[config.mk]
export PLATFORM = sky130hd
export DESIGN_NAME = muldiv_unit
export DESIGN_NICKNAME = d
export VERILOG_FILES = /design/src/rtl/muldiv_pkg.sv /design/src/rtl/muldiv_divider.sv /design/src/rtl/muldiv_unit.sv
export SDC_FILE = /design/constraint.sdc
export NUM_CORES = 2
export LEC_CHECK = 0
export ABC_AREA = 0
export BUFFER_PORTS_ARGS = -buffer_cell sky130_fd_sc_hd__buf_2
export CAP_MARGIN = 20
export CORE_ASPECT_RATIO = 1.4
export CORE_MARGIN = 8
export CORE_UTILIZATION = 40
export CTS_BUF_LIST = sky130_fd_sc_hd__clkbuf_4 sky130_fd_sc_hd__clkbuf_8
export CTS_CLUSTER_DIAMETER = 80
export DETAILED_ROUTE_END_ITERATION = 10
export GPL_TIMING_DRIVEN = 0
export PLACE_DENSITY = 0.56
export SYNTH_ARGS = -nofsm -noshare
export SYNTH_HDL_FRONTEND = slang
export SYNTH_SLANG_ARGS = --single-unit
export TNS_END_PERCENT = 30
[constraint.sdc]
create_clock -name clk -period 24.3 [get_ports clk]
set_clock_uncertainty 0.1 [all_clocks]
set_input_delay 2.43 -clock clk [delete_from_list [all_inputs] [get_ports clk]]
set_output_delay 2.43 -clock clk [all_outputs]
set_load 0.05 [all_outputs]
[src/rtl/muldiv_pkg.sv]
// Shared types for the RV32M multiply/divide unit: funct3 op encoding, FSM states
// and the op-class helper used by decode and the unit itself.
package muldiv_pkg;

  typedef enum logic [2:0] {
    MUL    = 3'd0,
    MULH   = 3'd1,
    MULHSU = 3'd2,
    MULHU  = 3'd3,
    DIV    = 3'd4,
    DIVU   = 3'd5,
    REM    = 3'd6,
    REMU   = 3'd7
  } muldiv_op_t;

  typedef enum logic [1:0] {
    ST_IDLE,
    ST_MUL,
    ST_DIV,
    ST_DONE
  } md_state_t;

  function automatic logic is_div(input muldiv_op_t op);
    return op inside {DIV, DIVU, REM, REMU};
  endfunction

endpackage

[src/rtl/muldiv_divider.sv]
// Iterative restoring divider on unsigned magnitudes; retires DIV_RADIX_LOG2
// quotient bits per cycle and pulses done once the last iteration has landed.
module muldiv_divider #(
  parameter int XLEN           = 32,
  parameter int DIV_RADIX_LOG2 = 1
) (
  input  logic            clk,
  input  logic            rst,
  input  logic            start,
  input  logic            abort,
  input  logic [XLEN-1:0] dividend,
  input  logic [XLEN-1:0] divisor,
  output logic            done,
  output logic [XLEN-1:0] quotient,
  output logic [XLEN-1:0] remainder
);
  localparam int ITER = XLEN / DIV_RADIX_LOG2;
  localparam int CW   = $clog2(ITER);

  logic            busy_q, busy_d, done_q, done_d;
  logic [CW-1:0]   cnt_q, cnt_d;
  logic [XLEN-1:0] quo_q, quo_d, rem_q, rem_d, dvs_q, dvs_d;
  logic [XLEN-1:0] quo_t, rem_t;
  logic [XLEN:0]   trial;

  // The partial remainder stays below the divisor, so one extra bit covers the shift-in.
  always_comb begin
    quo_t = quo_q;
    rem_t = rem_q;
    trial = '0;
    for (int i = 0; i < DIV_RADIX_LOG2; i++) begin
      trial = {rem_t, quo_t[XLEN-1]};
      quo_t = {quo_t[XLEN-2:0], 1'b0};
      if (trial >= {1'b0, dvs_q}) begin
        trial    = trial - {1'b0, dvs_q};
        quo_t[0] = 1'b1;
      end
      rem_t = trial[XLEN-1:0];
    end
  end

  always_comb begin
    busy_d = busy_q;
    done_d = 1'b0;
    cnt_d  = cnt_q;
    quo_d  = quo_q;
    rem_d  = rem_q;
    dvs_d  = dvs_q;
    if (abort) begin
      busy_d = 1'b0;
    end else if (start) begin
      busy_d = 1'b1;
      cnt_d  = '0;
      quo_d  = dividend;
      rem_d  = '0;
      dvs_d  = divisor;
    end else if (busy_q) begin
      quo_d = quo_t;
      rem_d = rem_t;
      cnt_d = cnt_q + 1'b1;
      if (cnt_q == CW'(ITER - 1)) begin
        busy_d = 1'b0;
        done_d = 1'b1;
      end
    end
  end

  always_ff @(posedge clk) begin
    if (rst) begin
      busy_q <= 1'b0;
      done_q <= 1'b0;
      cnt_q  <= '0;
      quo_q  <= '0;
      rem_q  <= '0;
      dvs_q  <= '0;
    end else begin
      busy_q <= busy_d;
      done_q <= done_d;
      cnt_q  <= cnt_d;
      quo_q  <= quo_d;
      rem_q  <= rem_d;
      dvs_q  <= dvs_d;
    end
  end

  assign done      = done_q;
  assign quotient  = quo_q;
  assign remainder = rem_q;

endmodule

[src/rtl/muldiv_unit.sv]
// Multi-cycle RV32M execute unit: pipelined multiplier inline, iterative divider
// as a sub-block, one op in flight with valid/ready on both sides and a flush kill.
module muldiv_unit
  import muldiv_pkg::*;
#(
  parameter int XLEN           = 32,
  parameter int MUL_STAGES     = 2,
  parameter int DIV_RADIX_LOG2 = 1
) (
  input  logic            clk,
  input  logic            rst,
  input  logic            req_valid,
  output logic            req_ready,
  input  logic [2:0]      req_op,
  input  logic [XLEN-1:0] req_op1,
  input  logic [XLEN-1:0] req_op2,
  input  logic            kill,
  output logic            resp_valid,
  input  logic            resp_ready,
  output logic [XLEN-1:0] resp_res,
  output logic            busy
);
  localparam int CW = $clog2(MUL_STAGES) + 1;
  localparam logic [XLEN-1:0] MOST_NEG = {1'b1, {(XLEN-1){1'b0}}};

  md_state_t       state_q, state_d;
  muldiv_op_t      op_q, op_d, req_op_e;
  logic [XLEN-1:0] op1_q, op1_d, op2_q, op2_d, res_q, res_d;
  logic [CW-1:0]   cnt_q, cnt_d;
  logic            spec_q, spec_d;

  logic            accept, req_signed, req_spec, div_start, div_done;
  logic [XLEN-1:0] op1_mag, op2_mag, div_quo, div_rem;

  assign req_op_e   = muldiv_op_t'(req_op);
  assign accept     = req_valid && (state_q == ST_IDLE) && !kill;
  assign req_signed = req_op_e inside {DIV, REM};
  assign req_spec   = is_div(req_op_e) && ((req_op2 == '0) ||
                      (req_signed && (req_op1 == MOST_NEG) && (req_op2 == '1)));
  assign op1_mag    = (req_signed && req_op1[XLEN-1]) ? -req_op1 : req_op1;
  assign op2_mag    = (req_signed && req_op2[XLEN-1]) ? -req_op2 : req_op2;
  // Divide-by-zero and overflow never enter the divider; they resolve from latched operands.
  assign div_start  = accept && is_div(req_op_e) && !req_spec;

  muldiv_divider #(
    .XLEN           (XLEN),
    .DIV_RADIX_LOG2 (DIV_RADIX_LOG2)
  ) u_divider (
    .clk       (clk),
    .rst       (rst),
    .start     (div_start),
    .abort     (kill),
    .dividend  (op1_mag),
    .divisor   (op2_mag),
    .done      (div_done),
    .quotient  (div_quo),
    .remainder (div_rem)
  );

  logic              mul_a_sx, mul_b_sx;
  logic [2*XLEN-1:0] mul_a, mul_b, mul_full;
  logic [2*XLEN-1:0] mul_tap [MUL_STAGES];

  assign mul_a_sx   = (op_q inside {MULH, MULHSU}) && op1_q[XLEN-1];
  assign mul_b_sx   = (op_q == MULH) && op2_q[XLEN-1];
  assign mul_a      = {{XLEN{mul_a_sx}}, op1_q};
  assign mul_b      = {{XLEN{mul_b_sx}}, op2_q};
  assign mul_tap[0] = mul_a * mul_b;

  // res_q is the last product register, so MUL_STAGES-1 stages sit in between.
  for (genvar gi = 1; gi < MUL_STAGES; gi++) begin : g_mul_pipe
    logic [2*XLEN-1:0] stage_q;
    always_ff @(posedge clk) stage_q <= mul_tap[gi-1];
    assign mul_tap[gi] = stage_q;
  end

  assign mul_full = mul_tap[MUL_STAGES-1];

  logic            div_signed, div_is_rem;
  logic [XLEN-1:0] mul_res, fix_res, spec_res;

  always_comb begin
    div_signed = op_q inside {DIV, REM};
    div_is_rem = op_q inside {REM, REMU};
    mul_res    = (op_q == MUL) ? mul_full[XLEN-1:0] : mul_full[2*XLEN-1:XLEN];
    if (div_is_rem)
      fix_res = (div_signed && op1_q[XLEN-1]) ? -div_rem : div_rem;
    else
      fix_res = (div_signed && (op1_q[XLEN-1] ^ op2_q[XLEN-1])) ? -div_quo : div_quo;
    if (op2_q == '0)
      spec_res = div_is_rem ? op1_q : '1;
    else
      spec_res = div_is_rem ? '0 : op1_q;
  end

  always_comb begin
    state_d = state_q;
    op_d    = op_q;
    op1_d   = op1_q;
    op2_d   = op2_q;
    res_d   = res_q;
    cnt_d   = cnt_q;
    spec_d  = spec_q;
    case (state_q)
      ST_IDLE: begin
        if (accept) begin
          op_d    = req_op_e;
          op1_d   = req_op1;
          op2_d   = req_op2;
          cnt_d   = '0;
          spec_d  = req_spec;
          state_d = is_div(req_op_e) ? ST_DIV : ST_MUL;
        end
      end
      ST_MUL: begin
        if (cnt_q == CW'(MUL_STAGES - 1)) begin
          res_d   = mul_res;
          state_d = ST_DONE;
        end else begin
          cnt_d = cnt_q + 1'b1;
        end
      end
      ST_DIV: begin
        if (spec_q) begin
          res_d   = spec_res;
          state_d = ST_DONE;
        end else if (div_done) begin
          res_d   = fix_res;
          state_d = ST_DONE;
        end
      end
      ST_DONE: begin
        if (resp_ready) state_d = ST_IDLE;
      end
      default: state_d = ST_IDLE;
    endcase
    if (kill) begin
      state_d = ST_IDLE;
      res_d   = res_q;
    end
  end

  always_ff @(posedge clk) begin
    if (rst) begin
      state_q <= ST_IDLE;
      op_q    <= MUL;
      op1_q   <= '0;
      op2_q   <= '0;
      res_q   <= '0;
      cnt_q   <= '0;
      spec_q  <= 1'b0;
    end else begin
      state_q <= state_d;
      op_q    <= op_d;
      op1_q   <= op1_d;
      op2_q   <= op2_d;
      res_q   <= res_d;
      cnt_q   <= cnt_d;
      spec_q  <= spec_d;
    end
  end

  assign req_ready  = (state_q == ST_IDLE);
  assign resp_valid = (state_q == ST_DONE);
  assign busy       = (state_q != ST_IDLE);
  assign resp_res   = res_q;

endmodule
Yosys cells after proc, flatten, opt, wreduce, memory -nomap -nowiden:

Cells that the tools add are included.

* bits in registers: 271
* input bits: 72
* output and inout bits: 35
* logic and storage cells: 119

* muxes and demuxes: 35
* eq/ne operators: 21
* add/sub/neg operators: 7
* order comparisons: 1
* reduce and logical (&&, ||, !) cells: 37
* bitwise gates (word level): 3
* multiply operators: 1

Operator list (count)
* two-way mux 32 bit: 17
* negator 32 bit: 4
* == test 32 bit (second input constant): 2
* zero test 32 bit: 2
* multiplier 33 x 33 -> 64 bit: 1
* one-hot mux 32 bit (2 select lines): 1
* greater-or-equal comparator 33 x 32 -> 1 bit: 1
* subtractor 32 bit: 1
* == test 3 bit (second input constant): 7
* two-way mux 2 bit: 8
* nonzero test 2 bit: 8
* logical AND 1 bit: 13
* two-way mux 5 bit: 2
* one-hot mux 2 bit (4 select lines): 1
* AND reduction 4 bit: 2
* AND reduction 2 bit: 3
* adder 5 x 1 -> 5 bit (second input constant): 1
* == test 5 bit (second input constant): 1
* two-way mux 1 bit: 5
* == test 2 x 1 -> 1 bit (second input constant): 2
* == test 2 bit (second input constant): 2
* inequality test 2 x 1 -> 1 bit (second input constant): 2
* inequality test 2 bit (second input constant): 2
* one-hot mux 2 bit (2 select lines): 1
* other kinds (14): 16

Depth between registers and ports, before layout:

* word-level depth: 10
* gate-level depth with buffers: 30
* mapped depth without buffers: 28

Modules after synthesis:

Synthesis repeated with hierarchy kept, for this count alone.

* cell total of the unflattened synthesis: 6301
* area total of the unflattened synthesis: 53667.7 sq um

Modules (own cells, without submodules)
* muldiv_unit: cells each 5500, instances 1, area each 47408.0 sq um, seq. area each 3363.2 sq um
* muldiv_divider: cells each 801, instances 1, area each 6259.8 sq um, seq. area each 2062.0 sq um

Worst setup path before layout:

OpenSTA, ideal clock, no wires.

* path kind: register -> register
* start point: reg op1_q[31]
* end point: reg g_mul_pipe[1].stage_q[63]
* stages on the path, launching flop included: 25
* arrival: 8.120 ns
* required time: 24.080 ns
* setup time: 0.120 ns
* path slack: 15.960 ns
* period minus slack after synthesis: 8.340 ns
* path buffers: 3
* cell sequence: dfxtp_1 -> clkbuf_1 -> nor3b_1 -> clkbuf_1 -> nand2_1 -> fa_1 -> fa_1 -> inv_1 -> fa_1 -> inv_1 -> fa_1 -> inv_1 -> fa_1 -> fa_1 -> inv_1 -> fa_1 -> fa_1 -> inv_1 -> ha_1 -> clkbuf_1 -> and3_1 -> nand2_1 -> or4b_1 -> and4_1 -> a211o_1

RTL lines
* from (decl): line muldiv_unit.sv:28 `logic [XLEN-1:0] op1_q, op1_d, op2_q, op2_d, res_q, res_d;`
* from (signal assigned): line muldiv_unit.sv:155 `op1_q <= op1_d;`
* to (signal assigned): line muldiv_unit.sv:73 `always_ff @(posedge clk) stage_q <= mul_tap[gi-1];`
* to (decl): line muldiv_unit.sv:72 `logic [2*XLEN-1:0] stage_q;`

==> results.tsv <==
metric	value	unit
postPlaceCellArea	55900	um^2
hold_viol	0	
synth-simple-area-share	16.6	%
core_area	132000	um^2
top_layer_used	met5	
hp-class	flip-flop to flip-flop	
whs_path_depth	2	
grt_pass1_wl	320	mm
synth_fp_nets	7585	
drt-met1-wl	74.0	mm
grt_overflow	0	
mostFrequentLayoutCells	1205 x inv_1, 1125 x fa_1, 984 x nand2_1	
synth_area_leaders	fa_1 43%, dfxtp_1 10%, inv_1 8.5%, nand2_1 7.0%, ha_1 6.1%	
place.gp.congestion	1.01	
min_to	u_divider.cnt_q[4]	
vias_per_cell	5.50	
syn_inst	6130	
yosysUniqueCellTypes	81	
maxCapViolCount	0	
drc	0	
synth_top_family_by_area	adder cells	
startpoint_type	flip-flop	
async_reset_ff_share	0	%
die_height	447	um
start_util	40.2	%
grt_setup_unrepaired	false	
fin_area	57000	um^2
ys_warn_count	0	
synth_xor_area_share	3.58	%
regToRegSetupSlack	13650	ps
final_nets	7751	
ir_drop	0.0321	mV
rows	158	
hp-start	u_divider.cnt_q[4]	
clkTransAtPathRegs	70	ps
synth_area_leader_cell	fa_1	
finalWorstSetupSlack	13650	ps
ios	107	
cts-buffers-inserted	41	
post-place-ws	13880	ps
worstPathRequired	24670	ps
antenna_found_initial	21	
dp_hpwl	191	mm
die_area	145000	um^2
powerDensity	27.9	nW/um^2
final_common_cell	inv_1	
cts_root_buf	clkbuf_8	
reg2reg_depth	24	
h-tree-depth	2	
vias	44598	
final.setup.tns	0	ps
worst-path-max-fanout	11	
cts_tree	done	
p_leak	25.0	nW
grt.total_usage	31.1	%
drive_gt1_share	3.78	%
rr_startpoint	op1_q[31]	
power.total	1.59	mW
min_period_over_period	43.8	%
clock_path_buffers	3	
worst_pin_slew	1250	ps
min_period	10650	ps
portBuffers	103	
ys_seq_area_share	10.2	%
grt_max_degree	25	
status	completed	
syn_to_final_growth	7.57	%
dr.pass1.iters	6	
route.met2.wl	112	mm
die_w	324	um
met3_length	14.0	mm
cp.arrival	11020	ps
antenna_left	0	
cts_sinks	271	
first_global_vias	46696	
synth_top_area_share	42.5	%
ys.flop_type	dfxtp_1	
setup_violations	0	
slew_violations	0	
synthAdderAreaFrac	48.6	%
drtIter0Drc	3070	
crit_type	flip-flop to flip-flop	
insertion_delay	610	ps
endpoint_kind	flip-flop	
syn-cell-area	53000	um^2
fmax	93.9	MHz
ctsResizeCount	0	
r2r_end	g_mul_pipe[1].stage_q[61]	
synthMuxAreaShare	0.732	%
maxSlewHeadroom	16.4	%
cts_hold_buf	0	
wl_per_cell	28.0	um
synth_edf_count	0	
avgSynthCellArea	8.65	um^2
ys_ff_latch	271	
postCtsSetupRepairBufs	0	
synth_compound_area_share	8.84	%
drt_wl_total	227	mm
synthesized netlist by cell type, types with 11 or more instances:
master,count
a211oi_1,57
a21o_1,41
a21oi_1,247
a221o_1,30
a22oi_1,11
a31oi_1,24
and2_1,409
and3_1,18
clkbuf_1,380
dfxtp_1,271
fa_1,1126
ha_1,257
inv_1,1205
mux2i_1,32
nand2_1,984
nand2b_1,17
nand3_1,37
nand4_1,30
nor2_1,229
nor2b_1,17
nor3_1,61
nor4_1,26
o211ai_1,43
o21ai_0,140
o21bai_1,14
o31ai_1,25
o41ai_1,12
or3_1,16
xnor2_1,118
xor2_1,99
logic make-up after synthesis:
kind of cell               after synthesis
and+or+nand+nor                       1893
muxes                                   38
buffers and inverters                 1598
adders and majority gates             1383
DFF                                    271
AOI/OAI and AO/OA                      730
xor gates and xnor gates               217
worst max-delay path: stages, from the launching register on:
cell and delay [ps]:
dfxtp_1 340, clkbuf_1 620, nor3b_1 400, buf_4 260
clkbuf_1 700, nand2_1 160, fa_1 540, fa_1 510
inv_1 70, fa_2 750, inv_1 270, fa_1 1160
inv_1 360, fa_1 560, fa_1 620, fa_1 450
fa_1 530, ha_1 310, clkbuf_1 280, nand3_1 180
o21ai_0 310, a21oi_1 150, a211oi_1 380, mux2i_1 130
a221oi_1 300
sequential cells by signal, indices dropped and copies added, names as in the netlist:
| register | count |
|---|---|
| g_mul_pipe.stage_q | 64 |
| op1_q | 32 |
| op2_q | 32 |
| resp_res | 32 |
| u_divider.dvs_q | 32 |
| u_divider.quotient | 32 |
| u_divider.remainder | 32 |
| u_divider.cnt_q | 5 |
| op_q | 3 |
| cnt_q | 2 |
| state_q | 2 |
| spec_q | 1 |
| u_divider.busy_q | 1 |
| u_divider.done | 1 |
worst max-delay path by stage:
stage | slack, ps | endpoint | from | cells after the start
after floorplan | 15960 | g_mul_pipe[1].stage_q[63] | op1_q[31] | 24
after global placement | 13100 | g_mul_pipe[1].stage_q[61] | op1_q[31] | 23
after detailed placement | 13880 | g_mul_pipe[1].stage_q[62] | op1_q[31] | 25
after CTS | 13780 | g_mul_pipe[1].stage_q[61] | op1_q[31] | 24
after global routing | 13540 | g_mul_pipe[1].stage_q[61] | op1_q[31] | 24
final | 13650 | g_mul_pipe[1].stage_q[61] | op1_q[31] | 24
per-stage QoR:
step	instances	utilization, %	hold slack [ps]
6_report	8107	43.2	360
5_1_grt	8089	43.2	388
4_1_cts	8082	43.1	368
3_5_place_dp	8008	42.4	358
3_3_place_gp	7993	42.2	346
2_1_floorplan	6130	-	336
cell type report:
type                       instances  area [um^2]
clock inverter                    10          165
clock buffer                      64          800
buffer                           393         1520
multi-input combinational       4261        41600
tap                             1760         2200
sequential                       271         5430
inverter                        1205         4520
antenna                           20         50.0
fill                           13434        75000
timing repair buffer             123          791
routing by layer:
layer | global-route usage (%) | vias to the layer above
li1 | - | 18973
met1 | 31.7 | 22562
met2 | 53.7 | 2198
met3 | 4.63 | 863
met4 | 29.8 | 2
met5 | 0 | -
power by group:
group | leakage, nW | internal, mW | switching [mW]
Sequential | 2.21 | 0.479 | 0.0208
Combinational | 22.3 | 0.185 | 0.448
Clock | 0.502 | 0.254 | 0.207
Total | 25.0 | 0.918 | 0.676
(Power assumes the default switching activity.)
